===== config.mk =====
export PLATFORM = sky130hd
export DESIGN_NAME = player_ctrl
export DESIGN_NICKNAME = d
export VERILOG_FILES = /design/src/rtl/player_ctrl.sv
export SDC_FILE = /design/constraint.sdc
export NUM_CORES = 1
export LEC_CHECK = 0
export ABC_CLOCK_PERIOD_IN_PS = 3300
export BUFFER_PORTS_ARGS = -buffer_cell sky130_fd_sc_hd__buf_4
export CAP_MARGIN = 20
export CORE_AREA = 2 2 114 116
export CTS_CLUSTER_DIAMETER = 120
export DETAILED_ROUTE_END_ITERATION = 6
export DIE_AREA = 0 0 116 118
export GPL_TIMING_DRIVEN = 0
export PLACE_DENSITY = 0.51
export SETUP_SLACK_MARGIN = 0.02
export SYNTH_ARGS = -nofsm -noshare
export SYNTH_HDL_FRONTEND = slang
export SYNTH_SLANG_ARGS = --single-unit

===== constraint.sdc =====
create_clock -name clk -period 3.3 [get_ports clk]
set_clock_uncertainty 0.1 [all_clocks]
set_input_delay 0.825 -clock clk [delete_from_list [all_inputs] [get_ports clk]]
set_output_delay 0.825 -clock clk [all_outputs]
set_load 0.005 [all_outputs]

===== src/rtl/player_ctrl.sv =====
// Per-frame player kinematics: walk, gravity, double jump, floor/ceiling/edge clamp.
// Tick to new outputs in 3 cycles; ticks while an update is in flight are ignored.
module player_ctrl #(
  parameter int SCREEN_W  = 640,
  parameter int PLAYER_W  = 16,
  parameter int PLAYER_H  = 16,
  parameter int FLOOR_Y   = 448,
  parameter int START_X   = 32,
  parameter int WALK_SPD  = 2,
  parameter int JUMP_V    = 8,
  parameter int GRAVITY   = 1,
  parameter int MAX_FALL  = 8,
  parameter int MAX_JUMPS = 2
) (
  input  logic       clk,
  input  logic       rst,
  input  logic       frame_tick,
  input  logic       btn_left,
  input  logic       btn_right,
  input  logic       btn_jump,
  output logic [9:0] pos_x,
  output logic [9:0] pos_y,
  output logic       facing,
  output logic       on_ground,
  output logic       update_done
);

  localparam int JW     = $clog2(MAX_JUMPS + 1);
  localparam int REST_Y = FLOOR_Y - PLAYER_H;
  localparam int MAX_X  = SCREEN_W - PLAYER_W;

  localparam logic [JW-1:0]     JUMPS_FULL = JW'(MAX_JUMPS);
  localparam logic [JW-1:0]     JUMP_ONE   = JW'(1);
  localparam logic signed [5:0] VY_JUMP    = 6'(-JUMP_V);
  localparam logic signed [5:0] VY_GRAV    = 6'(GRAVITY);
  localparam logic signed [6:0] VY_MAXF7   = 7'(MAX_FALL);
  localparam logic [10:0]       WALK11     = 11'(WALK_SPD);
  localparam logic [10:0]       MAXX11     = 11'(MAX_X);
  localparam logic signed [10:0] RESTY11   = 11'(REST_Y);

  typedef enum logic [1:0] {GROUND, RISE, FALL} mstate_e;
  typedef enum logic [1:0] {P_IDLE, P_S1, P_S2} phase_e;

  phase_e            phase_q;
  mstate_e           state_q;
  logic signed [5:0] vy_q;
  logic [JW-1:0]     jumps_left_q;
  logic              jump_pend_q, rel_pend_q, btn_jump_q;
  logic [9:0]        x_wk_q;
  logic              face_wk_q;
  logic [9:0]        pos_x_q, pos_y_q;
  logic              facing_q, on_ground_q, update_done_q;

  logic jump_rise, jump_fall;
  assign jump_rise = btn_jump & ~btn_jump_q;
  assign jump_fall = ~btn_jump & btn_jump_q;

  // Horizontal step, used in S1.
  logic [9:0]  x_d;
  logic        face_d;
  logic [10:0] x_ext, x_sum;
  always_comb begin
    x_d    = pos_x_q;
    face_d = facing_q;
    x_ext  = {1'b0, pos_x_q};
    x_sum  = x_ext + WALK11;
    if (btn_left ^ btn_right) begin
      if (btn_left) begin
        face_d = 1'b0;
        if (x_ext < WALK11) x_d = '0;
        else                x_d = pos_x_q - WALK11[9:0];
      end else begin
        face_d = 1'b1;
        if (x_sum > MAXX11) x_d = MAXX11[9:0];
        else                x_d = x_sum[9:0];
      end
    end
  end

  // Velocity step, used in S1. vy stays within +-JUMP_V so negation is safe.
  logic signed [5:0] vy_d, vy_cut;
  logic signed [6:0] vy_inc;
  logic [5:0]        vy_mag, vy_half;
  mstate_e           st1_d;
  logic [JW-1:0]     jl1_d;
  always_comb begin
    vy_d    = vy_q;
    st1_d   = state_q;
    jl1_d   = jumps_left_q;
    vy_mag  = 6'(-vy_q);
    vy_half = vy_mag >> 1;
    vy_cut  = -$signed(vy_half) + VY_GRAV;
    vy_inc  = {vy_q[5], vy_q} + {VY_GRAV[5], VY_GRAV};
    if (jump_pend_q && jumps_left_q != '0) begin
      vy_d  = VY_JUMP;
      jl1_d = jumps_left_q - JUMP_ONE;
      st1_d = RISE;
    end else if (rel_pend_q && vy_q[5]) begin
      vy_d = vy_cut;
    end else if (state_q != GROUND) begin
      if (vy_inc > VY_MAXF7) vy_d = VY_MAXF7[5:0];
      else                   vy_d = vy_inc[5:0];
    end
  end

  // Vertical step, used in S2.
  logic signed [10:0] ny;
  logic [9:0]         y_d;
  logic signed [5:0]  vy2_d;
  mstate_e            st2_d;
  logic [JW-1:0]      jl2_d;
  always_comb begin
    ny    = $signed({1'b0, pos_y_q}) + $signed({{5{vy_q[5]}}, vy_q});
    y_d   = ny[9:0];
    vy2_d = vy_q;
    jl2_d = jumps_left_q;
    st2_d = vy_q[5] ? RISE : FALL;
    if (ny >= RESTY11) begin
      y_d   = RESTY11[9:0];
      vy2_d = '0;
      st2_d = GROUND;
      jl2_d = JUMPS_FULL;
    end else if (ny[10]) begin
      y_d   = '0;
      vy2_d = '0;
      st2_d = FALL;
    end
  end

  always_ff @(posedge clk) begin
    if (rst) begin
      phase_q       <= P_IDLE;
      state_q       <= GROUND;
      vy_q          <= '0;
      jumps_left_q  <= JUMPS_FULL;
      jump_pend_q   <= 1'b0;
      rel_pend_q    <= 1'b0;
      btn_jump_q    <= 1'b0;
      x_wk_q        <= 10'(START_X);
      face_wk_q     <= 1'b1;
      pos_x_q       <= 10'(START_X);
      pos_y_q       <= RESTY11[9:0];
      facing_q      <= 1'b1;
      on_ground_q   <= 1'b1;
      update_done_q <= 1'b0;
    end else begin
      btn_jump_q    <= btn_jump;
      update_done_q <= 1'b0;
      jump_pend_q   <= jump_pend_q | jump_rise;
      rel_pend_q    <= rel_pend_q  | jump_fall;
      case (phase_q)
        P_IDLE: if (frame_tick) phase_q <= P_S1;
        P_S1: begin
          x_wk_q       <= x_d;
          face_wk_q    <= face_d;
          vy_q         <= vy_d;
          state_q      <= st1_d;
          jumps_left_q <= jl1_d;
          // Pending edges are consumed; an edge arriving this very cycle survives.
          jump_pend_q  <= jump_rise;
          rel_pend_q   <= jump_fall;
          phase_q      <= P_S2;
        end
        P_S2: begin
          pos_x_q       <= x_wk_q;
          facing_q      <= face_wk_q;
          pos_y_q       <= y_d;
          vy_q          <= vy2_d;
          state_q       <= st2_d;
          jumps_left_q  <= jl2_d;
          on_ground_q   <= (st2_d == GROUND);
          update_done_q <= 1'b1;
          phase_q       <= P_IDLE;
        end
        default: phase_q <= P_IDLE;
      endcase
    end
  end

  assign pos_x       = pos_x_q;
  assign pos_y       = pos_y_q;
  assign facing      = facing_q;
  assign on_ground   = on_ground_q;
  assign update_done = update_done_q;

endmodule


# After elaboration in Yosys (flattened, before gate mapping)
# Cells that the tools add are included.
[word_totals]
ff_bits = 49
inputBits = 6
output_inout_bits = 23
elab_cells = 78
[classes]
n_addsub = 8
order_cmp = 4
n_eq_ne = 7
mux = 28
bitwise_logic = 7
n_reduce_logical = 10
[op_table]
columns = ["operator", "n"]
rows = [
  ["$mux W10", 6],
  ["$mux W6", 6],
  ["$mux W2", 7],
  ["$pmux W2 S2", 3],
  ["$pmux W6 S2", 1],
  ["$add A10 B2 Y11 const B", 1],
  ["$add A11 B6 Y11", 1],
  ["$ge A11 B10 Y1 const B", 1],
  ["$gt A11 B10 Y1 const B", 1],
  ["$lt A10 B2 Y1 const B", 1],
  ["$sub A10 B2 Y10 const B", 1],
  ["$add A6 B2 Y7 const B", 1],
  ["$gt A7 B5 Y1 const B", 1],
  ["$add A6 B2 Y6 const B", 1],
  ["$ne A2 B2 Y1 const B", 3],
  ["$neg A5 Y6", 1],
  ["$neg A6 Y6", 1],
  ["$reduce_and A3 Y1", 2],
  ["$reduce_bool A2 Y1", 3],
  ["$mux W1", 5],
  ["$logic_not A2 Y1", 2],
  ["$ne A4 B4 Y1 const B", 1],
  ["$ne A3 B3 Y1 const B", 1],
  ["$and A1 B1 Y1", 2],
  ["other kinds (8)", 11],
]

# Longest topological paths before layout
# Gate-level depths: netlist of the first run.
[depth]
word_depth = 7
mapped_depth = 13
depth_no_buf = 13

# Worst setup path before layout of the first run
# No wires, ideal clock.
[synth_timing]
path_type = "register to register"
from = "register vy_q[0]"
to = "register vy_q[3]"
setup_ns = 0.076
t_arrival_ns = 2.764
required_ns = 3.124
path_slack_ns = 0.359
path_stages_with_launch = 12
n_path_buf = 0
period_less_slack_ns = 2.941
cell_sequence = "dfxtp_1 ha_1 fa_1 a21o_1 a221oi_4 a21oi_1 a21oi_1 o21bai_1 ha_1 nor2_1 o2111ai_4 o22ai_1"
[synth_via]
elab_chain_len = 7
elab_cells_between_ends = 15
cone_classes = "add/sub (5); order compare (2); eq/ne (1); mux (6); reduce/logical (1)"
[synth_rtl]
columns = ["element", "line", "source"]
rows = [
  ["start: declaration", "46", "logic signed [5:0] vy_q;"],
  ["start signal: assignment", "156", "vy_q <= vy_d;"],
  ["start signal: assignment", "168", "vy_q <= vy2_d;"],
  ["branches (longest 7 deep; another with $neg A6 Y6)", "n/a", ""],
]
# Parallel ways; which one is timed is not known. The select of a mux whose other input is x is not followed.
# A chain may end at the register's enable or synchronous reset.

# Final worst setup path of the first run
[layout_timing]
from = "register vy_q[5]"
to = "register vy_q[3]"
[layout_via]
elab_chain_len = 7
elab_cells_between_ends = 14
cone_classes = "add/sub (2); order compare (2); eq/ne (2); mux (6); reduce/logical (2)"
[layout_rtl]
columns = ["element", "line", "source"]
rows = [
  ["$add A6 B2 Y7", "93", "vy_inc = {vy_q[5], vy_q} + {VY_GRAV[5], VY_GRAV};"],
  ["$gt A7 B5 Y1", "101", "if (vy_inc > VY_MAXF7) vy_d = VY_MAXF7[5:0];"],
  ["$mux W6", "101", ""],
  ["$mux W6", "100", "end else if (state_q != GROUND) begin"],
  ["$mux W6", "98", "end else if (rel_pend_q && vy_q[5]) begin"],
  ["$mux W6", "94", "if (jump_pend_q && jumps_left_q != '0) begin"],
  ["$pmux W6 S2", "151", "case (phase_q)"],
]
# Several ways; a longest one is shown, not always the timed one. The select of a mux whose other input is x is not followed.

==> flow_summary.json, run 1 <==
{
  "status": "finished, final reports clean",
  "synth_seq_cells": 49,
  "p_per_area_mw_per_mm2": 441,
  "r2r_cells": 11,
  "wl_mm": 10.4,
  "cts_buffers": 5,
  "wl_per_cell_um": 15.3,
  "antenna_found_initial": 0,
  "syn_area_per_cell_sq_um": 7.91,
  "cp-end-kind": "register",
  "clk_path_buf_depth": 2,
  "hold_viol": 0,
  "die_x_um": 116,
  "crit_path_max_fanout": 9,
  "postLayoutCoreUtil_pct": 34.8,
  "drt-vias-per-instance": 5.30,
  "first_iter_violations": 151,
  "cts.sinks": 49,
  "drive_gt1_share_pct": 13.1,
  "p_clk_share_pct": 27.5,
  "routed-via-count": 3588,
  "cts_hold_buf": 0,
  "finalSetupViolCount": 0,
  "switchingPower_mw": 0.670,
  "layout_min_cycle_time_ns": 3.09,
  "ir_worst_vdd_mv": 0.199,
  "layout_common_cells": "dfxtp_1, nor2_1, nand2_1, buf_4, a21oi_1",
  "slowest_stage": "dfxtp_1",
  "diodes": 0,
  "die_y_um": 118,
  "cts_max_level": 2,
  "syn_area_sq_mm": 0.00367,
  "synthesis.nets": 492,
  "dr.pass1.iters": 4,
  "yosysUniqueCellTypes": 72,
  "synth.area.top_cells": "dfxtp_1, ha_1, o21ai_0, a21oi_1, mux2i_1",
  "nNetsFinal": 533,
  "yosysTopAreaCellShare_pct": 26.7,
  "fin_setup_tns_ns": 0,
  "critical_path.cell_chain": "ha_1, buf_6, and3_1, a221oi_4, a21oi_1, a21oi_1, o21bai_1, ha_1, nor2_4, o2111ai_4, o22ai_1",
  "intPower_mw": 1.24,
  "root_buffer": "clkbuf_16",
  "ys_async_sr_fraction_pct": 0,
  "synthFlopType": "dfxtp_1",
  "min_path_type": "register to register",
  "report.final.slew_viol_count": 0,
  "fin_total_pwr_mw": 1.91,
  "p_comb_share_pct": 36.5,
  "max_freq_mhz": 324,
  "timing.rr.end": "vy_q[3]",
  "place_area_sq_mm": 0.00409,
  "grt_pass1_wl_mm": 17.5,
  "leakagePower_nw": 1.63,
  "maxCapViolCount": 0,
  "rsz0062_at_grt": "no",
  "min_delay_path_depth": 2,
  "core_area_sq_mm": 0.0124,
  "insertion_delay_ns": 0.29,
  "portBuffers": 28,
  "p_seq_share_pct": 36.1,
  "slew_headroom_pct": 44.5,
  "die_area_sq_mm": 0.0137,
  "fin_crit_sh_pct": 93.5,
  "routabilityCongestion": 0.842,
  "setup_slack_ns": 0.213,
  "synth_edf_count": 0,
  "rows": 41,
  "layout_commonest_cell": "dfxtp_1",
  "grt_pass1_vias": 3534,
  "hold_start": "x_wk_q[2]",
  "r2r_slack_ns": 0.21,
  "cts_tree": "built",
  "synth_top_area_cell": "dfxtp_1",
  "hold_end": "x_wk_q[2]",
  "finalNonFillerCells": 677,
  "ys_seq_area_share_pct": 26.7,
  "crit_type": "register to register",
  "cpPeakStageDelay_ns": 0.52,
  "grt_overflow": 0,
  "worst_slew_pin_slew_ns": 0.833,
  "start_util_pct": 29.6,
  "syn_to_final_growth_pct": 17.9,
  "whs_ns": 0.357,
  "ios": 29,
  "antenna_left": 0,
  "hpwl_mm": 7.53,
  "yosysWarnings": 0,
  "cp.arrival_ns": 3.20,
  "placed_cells": 664,
  "pre_cts_slack_ns": -0.148,
  "grt_max_degree": 15,
  "critPathRequiredTime_ns": 3.41,
  "path_clk_slew_ns": 0.07,
  "start_kind": "register",
  "swShare_pct": 35.1,
  "postSynthCellCount": 464,
  "r2r_start": "vy_q[5]",
  "postLayoutCellArea_sq_mm": 0.00432,
  "grt_util_all_layers_pct": 15.7,
  "drc": 0
}
-- cell type report --
cell class	instances	area (sq um)
inverter	26	97.6
multi-input combinational	360	2500
fill	1328	8090
tap	172	215
buffer	30	135
sequential	49	982
clock buffer	6	139
timing repair buffer	33	248
clock inverter	1	7.51
-- layer usage --
layer,wire (um),global-route usage [%],vias to the layer above
met5,0,0,-
met4,135,4.24,0
met3,337,2.32,12
met2,5100,26.9,68
met1,4810,20.3,1701
li1,-,-,1807
-- repair_timing --
action	CTS	global route
gates resized for setup	3	9
setup buffers	0	5
pin swaps	0	4
gates cloned	1	0
endpoints found under the setup margin	11	12
-- critical path: cells and delay by family, from the launching register on --
kind,cells,cell delay [ns]
compound gates,6,1.13
fa+ha+maj,2,0.68
flops,1,0.52
simple gates,2,0.43
buf+inv,1,0.14
-- cell usage after synthesis (5+ instances only) --
library cell,number
nand2b_1,6
a21oi_1,31
buf_2,6
xnor2_1,11
or3_1,6
a21o_1,7
a2bb2oi_1,5
a211oi_1,7
o211ai_1,6
ha_1,21
nand2_1,35
nor3_1,13
nand4_1,8
nor2b_1,8
nor2_1,40
nand3_1,9
o22ai_1,5
dfxtp_1,49
inv_1,25
clkbuf_1,19
and3_1,7
mux2i_1,15
a31oi_1,9
o21ai_0,35
-- registers in the layout, summed over array words and instances, names as in the netlist --
signal and cells:
phase_q 2, state_q 2, face_wk_q 1, on_ground 1, jump_pend_q 1, pos_x 10, rel_pend_q 1, update_done 1
vy_q 6, facing 1, btn_jump_q 1, x_wk_q 10, jumps_left_q 2, pos_y 10
-- worst max-delay path by stage --
stage	slack, ns	cells after the start	startpoint	to
floorplan	0.36	11	vy_q[0]	vy_q[3]
global placement	-0.15	11	vy_q[0]	vy_q[3]
detailed placement	-0.15	11	vy_q[0]	vy_q[4]
CTS	0.05	11	vy_q[0]	vy_q[4]
global route	0.05	11	vy_q[0]	vy_q[3]
finish	0.21	11	vy_q[5]	vy_q[3]
-- power groups by stage --
stage	logic, mW	registers, mW	clock network, mW
floorplan	0.512	0.689	0
detailed placement	0.660	0.701	0
CTS	0.686	0.687	0.545
finish	0.695	0.688	0.524
global placement	0.653	0.699	0
global route	0.773	0.697	0.569
-- cells by family (layout without fill, tap and decap cells) --
family | count (synthesis) | count (layout) | synth area share [%]
simple gates | 155 | 155 | 22.5
compound gates | 149 | 150 | 27.8
buf+inv | 56 | 96 | 6.34
flops | 49 | 49 | 26.7
fa+ha+maj | 22 | 22 | 7.71
mux | 17 | 17 | 4.71
xor+xnor | 16 | 16 | 4.19
No activity file was read; power rests on OpenSTA's default activity.
==> run 2, diff against run 1 <==
--- a/config.mk
+++ b/config.mk
@@ -6,7 +6,7 @@
 export NUM_CORES = 1
 export LEC_CHECK = 0
 export ABC_CLOCK_PERIOD_IN_PS = 3300
-export BUFFER_PORTS_ARGS = -buffer_cell sky130_fd_sc_hd__buf_4
+export BUFFER_PORTS_ARGS = -buffer_cell sky130_fd_sc_hd__buf_2
 export CAP_MARGIN = 20
 export CORE_AREA = 2 2 114 116
 export CTS_CLUSTER_DIAMETER = 120
==> flow_summary.json, run 2 (synthesis gave the netlist of run 1 again) <==
{
  "slowest_stage": "fa_2",
  "core_area_sq_mm": 0.0124,
  "report.final.slew_viol_count": 0,
  "insertion_delay_ns": 0.30,
  "root_buffer": "clkbuf_16",
  "critical_path.cell_chain": "ha_1, fa_2, a21o_1, a221oi_4, a21oi_2, a21oi_1, o21bai_1, ha_1, nor2_4, o2111ai_4, o22ai_1",
  "wl_mm": 10.4,
  "postLayoutCellArea_sq_mm": 0.00425,
  "finalSetupViolCount": 0,
  "cts_tree": "built",
  "first_iter_violations": 190,
  "antenna_left": 0,
  "critPathRequiredTime_ns": 3.42,
  "drive_gt1_share_pct": 12.5,
  "drc": 0,
  "cts.sinks": 49,
  "r2r_slack_ns": 0.17,
  "syn_to_final_growth_pct": 15.8,
  "cp.arrival_ns": 3.24,
  "r2r_start": "vy_q[0]",
  "nNetsFinal": 531,
  "min_delay_path_depth": 2,
  "start_util_pct": 29.6,
  "p_per_area_mw_per_mm2": 462,
  "leakagePower_nw": 1.62,
  "layout_commonest_cell": "dfxtp_1",
  "hold_end": "x_wk_q[4]",
  "grt_util_all_layers_pct": 15.4,
  "crit_top_cell": "ha_1",
  "grt_pass1_wl_mm": 17.4,
  "place_area_sq_mm": 0.00402,
  "crit_path_max_fanout": 7,
  "routed-via-count": 3624,
  "cp-end-kind": "register",
  "finalNonFillerCells": 675,
  "hold_start": "x_wk_q[4]",
  "ios": 29,
  "rows": 41,
  "hpwl_mm": 7.48,
  "crit_type": "register to register",
  "layout_common_cells": "dfxtp_1, nor2_1, nand2_1, buf_2, o21ai_0",
  "status": "finished, final reports clean",
  "die_y_um": 118,
  "max_freq_mhz": 320,
  "clk_path_buf_depth": 2,
  "cpPeakStageDelay_ns": 0.38,
  "die_x_um": 116,
  "worst_slew_pin_slew_ns": 0.803,
  "drt-vias-per-instance": 5.37,
  "grt_max_degree": 15,
  "grt_pass1_vias": 3489,
  "die_area_sq_mm": 0.0137,
  "grt_overflow": 0,
  "diodes": 0,
  "routabilityCongestion": 0.835,
  "wl_per_cell_um": 15.4,
  "dr.pass1.iters": 5,
  "cts_buffers": 5,
  "placed_cells": 664,
  "cts_hold_buf": 0,
  "rsz0062_at_grt": "no",
  "r2r_cells": 11,
  "maxCapViolCount": 0,
  "cts_max_level": 2,
  "antenna_found_initial": 0,
  "portBuffers": 28,
  "ir_worst_vdd_mv": 0.186,
  "min_path_type": "register to register",
  "fin_crit_sh_pct": 94.7,
  "slew_headroom_pct": 46.5,
  "path_clk_slew_ns": 0.07,
  "layout_min_cycle_time_ns": 3.13,
  "fill_cells": 1350,
  "whs_ns": 0.357,
  "timing.rr.end": "vy_q[4]",
  "start_kind": "register",
  "hold_viol": 0
}
-- run 2: metal layers --
metal | track usage (%) | up-vias | wire length (um)
met5 | 0 | - | 0
met4 | 3.72 | 0 | 156
met3 | 2.52 | 16 | 370
met2 | 26.9 | 80 | 5050
met1 | 19.7 | 1738 | 4800
li1 | - | 1790 | -
-- run 2: final cells by class --
type,count,area [sq um],share of cell area [%]
clock buffers,5,125,2.95
plain buffers,30,135,3.18
inverters,26,97.6,2.30
repair buffers,31,163,3.83
well taps,172,215,5.07
flip-flops and latches,49,982,23.1
clock inverters,2,35.0,0.825
multi-input cells,360,2490,58.7
-- run 2: worst max-delay path, delay by kind of cell (launching register included) --
family	cells	cell delay, ns
AOI/OAI and AO/OA	7	1.33
and+or+nand+nor	1	0.27
DFF	1	0.36
adders and majority gates	3	0.98
-- run 2: how the worst max path moves through the flow --
stage             from  endpoint  slack (ns)  cells after the start
6_report       vy_q[0]   vy_q[4]        0.17                     11
5_1_grt        vy_q[0]   vy_q[4]        0.02                     11
4_1_cts        vy_q[0]  pos_y[0]        0.03                     11
3_5_place_dp   vy_q[0]   vy_q[4]       -0.14                     11
3_3_place_gp   vy_q[0]   vy_q[3]       -0.14                     11
2_1_floorplan  vy_q[0]   vy_q[3]        0.36                     11
-- run 2: power by group --
group          internal (mW)  leakage [nW]  total (mW)  switching (mW)
Sequential             0.646         0.399       0.688          0.0423
Combinational          0.282          1.14       0.684           0.402
Clock                  0.353        0.0797       0.592           0.240
Total                   1.28          1.62        1.96           0.684
-- run 2: stage by stage --
stage	setup TNS [ns]	setup slack, ns	total power [mW]	utilization, %
6_report	0	0.174	1.96	34.2
2_1_floorplan	0	0.359	1.20	-
3_5_place_dp	-1.18	-0.140	1.35	32.4
4_1_cts	0	0.0289	1.96	33.9
5_1_grt	0	0.0209	2.08	34.2
3_3_place_gp	-1.19	-0.141	1.34	32.4
-- run 2: what timing repair did --
action,CTS,global route
resized for setup,2,5
cloned,1,0
setup endpoints to repair,11,13
setup buffers,0,3
pin swaps,0,4
==> run 3, diff against run 2 <==
--- a/config.mk
+++ b/config.mk
@@ -8,12 +8,12 @@
 export ABC_CLOCK_PERIOD_IN_PS = 3300
 export BUFFER_PORTS_ARGS = -buffer_cell sky130_fd_sc_hd__buf_2
 export CAP_MARGIN = 20
-export CORE_AREA = 2 2 114 116
+export CORE_AREA = 2 2 99 101
 export CTS_CLUSTER_DIAMETER = 120
 export DETAILED_ROUTE_END_ITERATION = 6
-export DIE_AREA = 0 0 116 118
+export DIE_AREA = 0 0 101 103
 export GPL_TIMING_DRIVEN = 0
-export PLACE_DENSITY = 0.51
+export PLACE_DENSITY = 0.62
 export SETUP_SLACK_MARGIN = 0.02
 export SYNTH_ARGS = -nofsm -noshare
 export SYNTH_HDL_FRONTEND = slang
==> flow_summary.json, run 3 (synthesis gave the netlist of run 1 again) <==
{
  "maxCapViolCount": 0,
  "grt_overflow": 0,
  "die_x_um": 101,
  "cts_tree": "built",
  "hpwl_mm": 7.19,
  "layout_common_cells": "dfxtp_1, nor2_1, nand2_1, buf_2",
  "report.final.slew_viol_count": 0,
  "crit_top_cell": "a21oi_1",
  "root_buffer": "clkbuf_8",
  "crit_buf_inv": 0,
  "status": "finished, final reports clean",
  "start_kind": "register",
  "hold_viol": 0,
  "place_area_sq_mm": 0.00395,
  "antenna_left": 0,
  "grt_util_all_layers_pct": 19.6,
  "antenna_found_initial": 0,
  "dr.pass1.iters": 5,
  "crit_path_max_fanout": 7,
  "p_per_area_mw_per_mm2": 425,
  "portBuffers": 28,
  "cts_buffers": 5,
  "fin_setup_tns_ns": 0,
  "syn_to_final_growth_pct": 12.0,
  "postLayoutCellArea_sq_mm": 0.00411,
  "insertion_delay_ns": 0.32,
  "routabilityCongestion": 0.857,
  "crit_family": "compound AO/OA/AOI/OAI gates",
  "layout_commonest_cell": "dfxtp_1",
  "cp.arrival_ns": 3.24,
  "rsz0062_at_grt": "no",
  "drt-vias-per-instance": 5.78,
  "wl_per_cell_um": 16.1,
  "die_area_sq_mm": 0.0104,
  "crit_type": "register to register",
  "critical_path.cell_chain": "ha_2, fa_2, a21o_1, a221oi_4, a21oi_1, a21oi_1, o21bai_1, ha_1, nor2_4, o2111ai_4, o22ai_2",
  "routed-via-count": 3562,
  "worst_slew_pin_slew_ns": 0.830,
  "ir_worst_vdd_mv": 0.193,
  "nNetsFinal": 530,
  "min_path_type": "register to register",
  "cp-end-kind": "register",
  "finalSetupViolCount": 0,
  "grt_pass1_wl_mm": 16.5,
  "grt_max_degree": 15,
  "drc": 0,
  "die_y_um": 103,
  "leakagePower_nw": 1.57,
  "drive_gt1_share_pct": 12.9,
  "wl_mm": 9.94,
  "max_freq_mhz": 322,
  "rows": 36,
  "layout_min_cycle_time_ns": 3.10,
  "grt_pass1_vias": 3451,
  "cpPeakStageDelay_ns": 0.37,
  "cts.sinks": 49,
  "clk_path_buf_depth": 2,
  "diodes": 0,
  "fin_crit_sh_pct": 94.0,
  "critPathRequiredTime_ns": 3.44,
  "start_util_pct": 38.8,
  "core_area_sq_mm": 0.00946,
  "cts_hold_buf": 0,
  "path_clk_slew_ns": 0.10,
  "slowest_stage": "dfxtp_2",
  "ios": 29,
  "cts_max_level": 2,
  "fill_cells": 945,
  "first_iter_violations": 150,
  "slew_headroom_pct": 44.6
}
## run 3: path summary, 6_finish.rpt
check                    to  cells after the start      start  slack [ns]
setup / recovery    vy_q[4]                     11    vy_q[0]        0.20
hold reg to reg   x_wk_q[4]                      2  x_wk_q[4]        0.37
hold / removal    x_wk_q[4]                      2  x_wk_q[4]        0.37
setup reg to reg    vy_q[4]                     11    vy_q[0]        0.20
## run 3: report_power, final
group          total, mW  internal, mW  switching [mW]  leakage, nW
sequential         0.687         0.646          0.0415        0.400
clock              0.379         0.166           0.212       0.0433
combinational      0.680         0.282           0.398         1.13
## run 3: final cells by class
cell class	count	area [sq um]	area share, %
buffer	30	135	3.29
clock buffer	6	82.6	2.01
clock inverter	1	7.51	0.183
inverter	26	97.6	2.37
multi-input combinational	360	2510	61.0
sequential	49	983	23.9
tap	114	143	3.47
timing repair buffer	30	155	3.77
## run 3: what timing repair did
action                                  4_1_cts  5_1_grt
endpoints found under the setup margin       11       13
cloned                                        0        1
pin swaps                                     0        4
resized for setup                             2       11
hold endpoints to repair                      0        0
buffers inserted                              0        2
## run 3: per-stage QoR
step,power (mW),cells,util [%],hold slack [ns],worst slack [ns]
after floorplan,1.20,464,-,0.325,0.359
after global placement,1.33,606,41.8,0.342,-0.0877
after detailed placement,1.35,606,41.8,0.355,-0.139
after CTS,1.73,613,42.8,0.372,0.0603
after global routing,1.87,616,43.5,0.409,0.0319
final,1.75,616,43.5,0.367,0.199
## run 3: worst min-delay path: stages, from the launching register on
cell and delay, ns:
dfxtp_1 0.32, nand2_1 0.05, o21ai_1 0.06
## run 3: layer usage
metal | global-route usage, % | wire (um) | vias to the layer above
met5 | 0 | 0 | -
met4 | 5.51 | 86 | 0
met3 | 2.98 | 412 | 6
met2 | 36.7 | 5050 | 82
met1 | 23.1 | 4390 | 1685
li1 | - | - | 1789
